## config.mk

```make
export PLATFORM = sky130hd
export DESIGN_NAME = running_mean_arbiter
export DESIGN_NICKNAME = d
export VERILOG_FILES = /design/src/rtl/running_mean_arbiter.sv
export SDC_FILE = /design/constraint.sdc
export NUM_CORES = 1
export LEC_CHECK = 0
export BUFFER_PORTS_ARGS = -buffer_cell sky130_fd_sc_hd__buf_2
export CORE_MARGIN = 3
export CORE_UTILIZATION = 45
export CTS_BUF_LIST = sky130_fd_sc_hd__clkbuf_4
export DETAILED_ROUTE_END_ITERATION = 7
export PLACE_DENSITY = 0.75
export SLEW_MARGIN = 20
export SYNTH_ARGS = -nofsm -noshare
export SYNTH_HDL_FRONTEND = slang
export SYNTH_SLANG_ARGS = --single-unit
```

## constraint.sdc

```tcl
create_clock -name clk -period 5.8 [get_ports clk]
set_input_delay 1.16 -clock clk [delete_from_list [all_inputs] [get_ports clk]]
set_output_delay 1.16 -clock clk [all_outputs]
set_load 0.01 [all_outputs]
```

## src/rtl/running_mean_arbiter.sv

```systemverilog
// Round-robin arbiter sharing one running-mean unit between N_LANES top-k lanes.
// Optional feature macro: PRUNE_THRESH_EN adds a registered, saturated prune threshold.
module running_mean_arbiter #(
    parameter int unsigned N_LANES      = 4,
    parameter int unsigned B            = 16,
    parameter int unsigned W            = 10,
    parameter int unsigned WARMUP       = 8,
    parameter int unsigned MARGIN_SHIFT = 2
) (
    input  logic                           clk,
    input  logic                           rst,
    input  logic                           flush,
    input  logic [N_LANES-1:0]             lane_valid,
    input  logic [N_LANES*B-1:0]           lane_dist,
    output logic [N_LANES-1:0]             lane_ready,
    output logic                           rm_top_k_done,
    output logic [B-1:0]                   rm_kth_distance,
    output logic                           rm_clr,
    input  logic [B-1:0]                   rm_mean_in,
`ifdef PRUNE_THRESH_EN
    output logic [B-1:0]                   prune_thresh,
    output logic                           prune_thresh_valid,
`endif
    output logic [$clog2(N_LANES)-1:0]     grant_id,
    output logic [W-1:0]                   upd_count,
    output logic                           mean_valid
);

    localparam int unsigned PTR_W = $clog2(N_LANES);

    logic [N_LANES-1:0] buf_v;
    logic [B-1:0]       buf_d [N_LANES];
    logic [PTR_W-1:0]   rr_ptr;

    logic [N_LANES-1:0] gnt_c;
    logic [N_LANES-1:0] hs_c;
    logic               gnt_any_c;
    logic [PTR_W-1:0]   gnt_idx_c;
    logic [PTR_W-1:0]   rr_nxt_c;
    logic [W-1:0]       upd_nxt_c;

    // Round-robin pick: scan downward so the lowest offset from rr_ptr wins.
    always_comb begin
        int idx;
        idx       = 0;
        gnt_any_c = 1'b0;
        gnt_idx_c = '0;
        gnt_c     = '0;
        if (!flush) begin
            for (int k = int'(N_LANES) - 1; k >= 0; k--) begin
                idx = int'(rr_ptr) + k;
                if (idx >= int'(N_LANES)) begin
                    idx = idx - int'(N_LANES);
                end
                if (buf_v[PTR_W'(idx)]) begin
                    gnt_any_c = 1'b1;
                    gnt_idx_c = PTR_W'(idx);
                end
            end
        end
        if (gnt_any_c) begin
            gnt_c[gnt_idx_c] = 1'b1;
        end
    end

    always_comb begin
        rr_nxt_c   = (gnt_idx_c == PTR_W'(N_LANES - 1)) ? '0 : gnt_idx_c + PTR_W'(1);
        upd_nxt_c  = (&upd_count) ? upd_count : upd_count + W'(1);
        lane_ready = ~{N_LANES{flush}} & (~buf_v | gnt_c);
        hs_c       = lane_valid & lane_ready;
    end

    always_ff @(posedge clk or negedge rst) begin
        if (!rst) begin
            buf_v           <= '0;
            rr_ptr          <= '0;
            upd_count       <= '0;
            mean_valid      <= 1'b0;
            rm_top_k_done   <= 1'b0;
            rm_kth_distance <= '0;
            grant_id        <= '0;
            rm_clr          <= 1'b0;
            for (int i = 0; i < int'(N_LANES); i++) begin
                buf_d[i] <= '0;
            end
        end else if (flush) begin
            buf_v         <= '0;
            rr_ptr        <= '0;
            upd_count     <= '0;
            mean_valid    <= 1'b0;
            rm_top_k_done <= 1'b0;
            rm_clr        <= 1'b1;
        end else begin
            rm_clr        <= 1'b0;
            buf_v         <= (buf_v & ~gnt_c) | hs_c;
            rm_top_k_done <= gnt_any_c;
            for (int i = 0; i < int'(N_LANES); i++) begin
                if (hs_c[i]) begin
                    buf_d[i] <= lane_dist[i*B +: B];
                end
            end
            // Granted lane's old value is read here while its new value loads above.
            if (gnt_any_c) begin
                rm_kth_distance <= buf_d[gnt_idx_c];
                grant_id        <= gnt_idx_c;
                rr_ptr          <= rr_nxt_c;
                upd_count       <= upd_nxt_c;
                mean_valid      <= (upd_nxt_c >= W'(WARMUP));
            end
        end
    end

`ifdef PRUNE_THRESH_EN
    logic [B:0] prune_sum_c;

    always_comb begin
        prune_sum_c = {1'b0, rm_mean_in} + {1'b0, rm_mean_in >> MARGIN_SHIFT};
    end

    // Threshold saturates at all-ones when the margin overflows B bits.
    always_ff @(posedge clk or negedge rst) begin
        if (!rst) begin
            prune_thresh       <= '0;
            prune_thresh_valid <= 1'b0;
        end else if (flush) begin
            prune_thresh       <= '0;
            prune_thresh_valid <= 1'b0;
        end else begin
            prune_thresh       <= prune_sum_c[B] ? {B{1'b1}} : prune_sum_c[B-1:0];
            prune_thresh_valid <= mean_valid;
        end
    end
`else
    logic unused_mean_c;
    assign unused_mean_c = ^rm_mean_in;
`endif

endmodule
```

-- Yosys cells after proc, flatten, opt, wreduce, memory -nomap -nowiden
Cells that the tools add are included.
- bits in registers: 101
- bits of input ports: 87
- output and inout bits: 35
- word-level logic and storage cells: 99
- add/subtract/negate cells: 9
- $lt $le $gt $ge: 12
- equality and inequality tests: 1
- muxes and demuxes: 47
- bitwise logic cells: 10
- reductions and logical operators: 8
- operators with widths (operator ; count):
    $bmux W16 S2 ; 1
    $mux W16 ; 2
    $mux W2 ; 16
    $mux W10 ; 3
    $mux W1 ; 18
    $lt A2 B4 Y1 const B ; 4
    $and A4 B4 Y4 ; 3
    $ge A3 B3 Y1 const B ; 4
    $not A4 Y4 ; 3
    $add A10 B1 Y10 const B ; 1
    $ge A10 B4 Y1 const B ; 1
    $reduce_and A10 Y1 ; 1
    $reduce_and A2 Y1 ; 5
    $bmux W1 S2 ; 4
    $mux W4 ; 2
    $or A4 B4 Y4 ; 2
    $sub A2 B1 Y2 const B ; 4
    $add A2 B2 Y3 const B ; 2
    $add A2 B1 Y3 const B ; 1
    $ge A2 B3 Y1 const B ; 1
    $lt A2 B3 Y1 const B ; 1
    $not A2 Y3 ; 1
    $add A2 B1 Y2 const B ; 1
    $demux W1 S2 ; 1
    5 further kinds ; 5

-- Logic depth before layout (Yosys ltp)
- depth after elaboration: 22
- mapped depth: 13
- mapped depth without buffers: 9

-- Worst setup path before layout
Ideal clock, no wire load.
- kind: in2out
- from: input port flush
- to: output port lane_ready[3]
- arrival: 2.568 ns
- data required time: 4.640 ns
- slack: 2.072 ns
- cell stages on the path: 8
- cells stage by stage: buf_2 > or3_1 > buf_2 > buf_2 > inv_1 > ha_1 > nor2b_1 > nor2_1
- cells in the longest elaborated chain, start to end: 8
- elaborated cells between the ends (all ways): 11
- those cells by class: 2 x order compare; 5 x mux; 3 x bitwise; 1 x reduce/logical
- ends and longest elaborated chain (element ; line ; text):
    start: declaration ; 12 ; input logic flush,
    $mux W2 * ; 49 ; if (!flush) begin
    named net gnt_idx_c[1] ; 38 ; logic [PTR_W-1:0] gnt_idx_c;
    $lt A2 B3 Y1 (not written as such) / $ge A2 B1 Y1 (equally long branches) ; 62 ; gnt_c[gnt_idx_c] = 1'b1;
    $logic_and A1 B1 Y1 (not written as such) ; 62 ;
    $mux W1 (not written as such) ; 62 ;
    $demux W1 S2 * ; 62 ;
    $mux W4 * ; 61 ; if (gnt_any_c) begin
    $or A4 B4 Y4 * ; 69 ; lane_ready = ~{N_LANES{flush}} & (~buf_v | gnt_c);
    $and A4 B4 Y4 * ; 69 ;
    end: declaration ; 15 ; output logic [N_LANES-1:0] lane_ready,
Mark *: on every way through the listed nets, which the timed path passes. The rest lies on a longest branch.

-- Final worst setup path
Same ends and word-level chain as after synthesis.

==> run summary <==
The number of slew-limit violations in the final report is 0. The tools report the placer congestion estimate as 0.838. The most used flip-flop cell after synthesis is dfrtp_1. The number of nets in the finished design is 553, and the number of design rule violations left after detail routing is 0.

The run gives 361 as the cell count after synthesis. The initial utilization of the core area, before any placement, comes to 46.6%. The leakage power came out at 2.50 nW. The startpoint type of the worst setup path is a primary input. The routed design could run at a clock period as short as 4260 ps. For this run, the top clock speed supported by timing is 235 MHz.

The run gives 0 as the final setup violation count. The logs give 36 for the site row count and 43.9% for the worst relative slew slack. Once placement finished, the instance area stood at 5180 um2. The area of the core was 9860 um2; the clock buffer count from CTS was 9. For this design the ratio of total power to cell area is 310 nW/um2.

The total overflow left after global routing is 0. The total global routing track utilization came out at 17.7%. The number of port buffers works out to 105. The die is 107 um tall. The maximum clock path buffer count came out at 2. Of all flip-flops after synthesis, the portion carrying an async set or reset was 100%. Dividing the detail-routed wire length by the instance count gives 16.3 um. The tools report the number of nets produced by synthesis as 453. The first global-routing pass estimated 15700 um of wire. Synthesis instantiated 39 different standard cells from the library. Once detailed placement completed, the half-perimeter wirelength came to 7140 um. The worst register-to-register path has a setup slack of 2630 ps. The quantity of gates resized following cts is 0.

In the routed layout, each cell is associated on average with a via count of 5.26. Yosys mapped a number of flops with a built-in enable equal to 0. The ratio of cells with drive above 1 in the final layout was 42.1%; the number of flip-flops and latches in the synthesized netlist was 101.

The detailed-route wire length is 9760 um. The tools report the synthesized cell area as 4590 um2. The tools report the number of global-route vias before repair as 3147. The transition time at the pin with the least slew margin was 841 ps. The critical path in this run is classified as primary input to primary output. Setup repair after global routing left no endpoint under its margin.

For the maximum resistive drop on vdd, the log shows 180 uV. For this run, the detailed router's first-pass iteration total came to 4. Dividing the synthesized area by the synthesized cell count gives 12.7 um2. For the worst hold slack after final layout, the log shows 508 ps.

The root buffer selected by CTS was clkbuf_4. For the worst setup path, the data required time is 4640 ps. Chip width: 107 um. TritonCTS built the clock tree. The final number of hold-violating endpoints is 0.

Clock skew on the completed layout was measured at 32.9 ps. Path category of the worst min-delay check: flop to flop. The arrival time of the worst setup path is 3100 ps. In this run the remaining antenna-violating nets after routing total 0.

Yosys printed 0 warnings. After routing, the total negative slack on setup checks comes to 0 ps. The number of buffers inserted by post-CTS setup repair came out at 0. The die footprint is 11500 um2, and the hold-fix buffer count after cts is 0. The number of DRC violations after detailed-routing iteration 0 was 141. The flow ran to the end, and the final reports show no timing, DRC or antenna violations. 0 antenna diodes ended up in the layout. Once layout is done, the placed cells without fillers occupy 5330 um2. The share of the cycle needed by the critical path after routing works out to 73.4%.

After filler insertion, the fill cell instance count of the layout stands at 900. The logs give 3152 for the number of vias in the routed layout and 62 for the largest net degree at the start of global routing. The clock edge transition at the registers on the reported setup and hold paths is 150 ps, and the number of antenna violations at the first check in global routing is 1. For the later-pin clock latency in the skew report, the log shows 460 ps.

The area added between synthesis and finish is 16.0%, and the clock sink count is 101. Sort of element at the end of the critical path: a primary output. The max-capacitance violation count is 0, and the part of the Yosys area used for sequential elements is 55.0%.

For the number of ports placed on the die boundary, the log shows 122. The total number of H-tree levels is 3, and the maximum fanout count along the critical path is 25.
synth_stat cells, types with 5 or more instances:
master	n	share of area, %
mux2_2	64	16
buf_2	13	1.4
nand2_1	31	2.5
ha_1	5	1.4
o21ai_0	5	0.54
mux2i_1	37	8.1
inv_1	5	0.41
nor2_1	30	2.5
dfrtp_1	101	55
o221ai_1	15	2.9
a21oi_1	5	0.54
state kept, by name, summed over array words and instances, names as in the netlist:
signal,cells
buf_v,4
buf_d,64
rm_clr,1
mean_valid,1
rm_top_k_done,1
grant_id,2
upd_count,10
rr_ptr,2
rm_kth_distance,16
worst max-delay path, stage by stage:
cell     delay (ps)
buf_2           430
or3_1           730
inv_1           160
ha_1            240
nor2b_1         140
nor2_1           70
buf_2           160
cell families after synthesis:
kind of cell,count (synthesis),synth area share (%)
AOI/OAI and AO/OA,34,5.91
muxes,102,24.1
xor gates and xnor gates,6,1.14
DFF,101,55.0
buffers and inverters,25,3.46
adders and majority gates,5,1.36
and+or+nand+nor,88,9.02
power breakdown:
group	internal, W	total (W)	switching (W)
Sequential	0.000836	0.000911	0.0000746
Clock	0.000105	0.000366	0.000262
Combinational	0.000189	0.000372	0.000183
Total	0.00113	0.00165	0.000520
per-stage QoR:
stage	power, W	setup slack (ps)	std cells	util [%]
finish	0.00165	1540	599	54.0
global route	0.00175	1300	599	54.0
CTS	0.00168	1520	599	54.0
detailed placement	0.00131	1520	583	52.5
global placement	0.00129	1550	583	52.5
floorplan	0.00116	2070	361	-
path summary, 6_finish.rpt:
check,from,to,cells past startpoint
worst max-delay path,flush,lane_ready[3],7
worst min-delay path,rm_kth_distance[4],rm_kth_distance[4],2
worst max register to register,buf_v[0],buf_d[19],9
worst min register to register,rm_kth_distance[4],rm_kth_distance[4],2
max in group asynchronous,rst,buf_d[4],2
min in group asynchronous,rst,upd_count[6],1
cell type report:
cell class	count	area, um2	area share, %
well taps	133	166	3.12
flip-flops and latches	101	2530	47.4
repair buffers	108	551	10.3
clock inverters	7	85.1	1.60
inverters	6	25.0	0.470
clock buffers	9	67.6	1.27
multi-input cells	235	1910	35.8
cell usage in the layout (no fill, tap or decap), types with 2 or more instances in the layout:
| cell | synthesis | final |
|---|---|---|
| o221ai_1 | 15 | 15 |
| xor2_1 | 3 | 3 |
| nand2_1 | 31 | 31 |
| inv_6 | 0 | 2 |
| ha_1 | 5 | 5 |
| o221ai_2 | 2 | 2 |
| xnor2_1 | 3 | 3 |
| mux2i_1 | 37 | 37 |
| nor2b_1 | 4 | 4 |
| clkbuf_4 | 0 | 9 |
| nand3_1 | 4 | 4 |
| nor3_1 | 3 | 3 |
| or3_1 | 2 | 2 |
| nor2_1 | 30 | 30 |
| and2_1 | 4 | 4 |
| o21ai_0 | 5 | 5 |
| nand4_1 | 2 | 2 |
| mux2_2 | 64 | 64 |
| buf_4 | 0 | 4 |
| clkinv_8 | 0 | 3 |
| dfrtp_1 | 101 | 101 |
| o211ai_1 | 2 | 2 |
| buf_2 | 13 | 104 |
| a21oi_1 | 5 | 5 |
| inv_1 | 5 | 5 |
layer usage:
layer	share of wire [%]	global-route usage, %
met4	0.84	4.93
met3	7.6	5.72
met5	0.13	0
met1	40	21.2
met2	52	30.5
No activity file was read; power rests on OpenSTA's default activity.
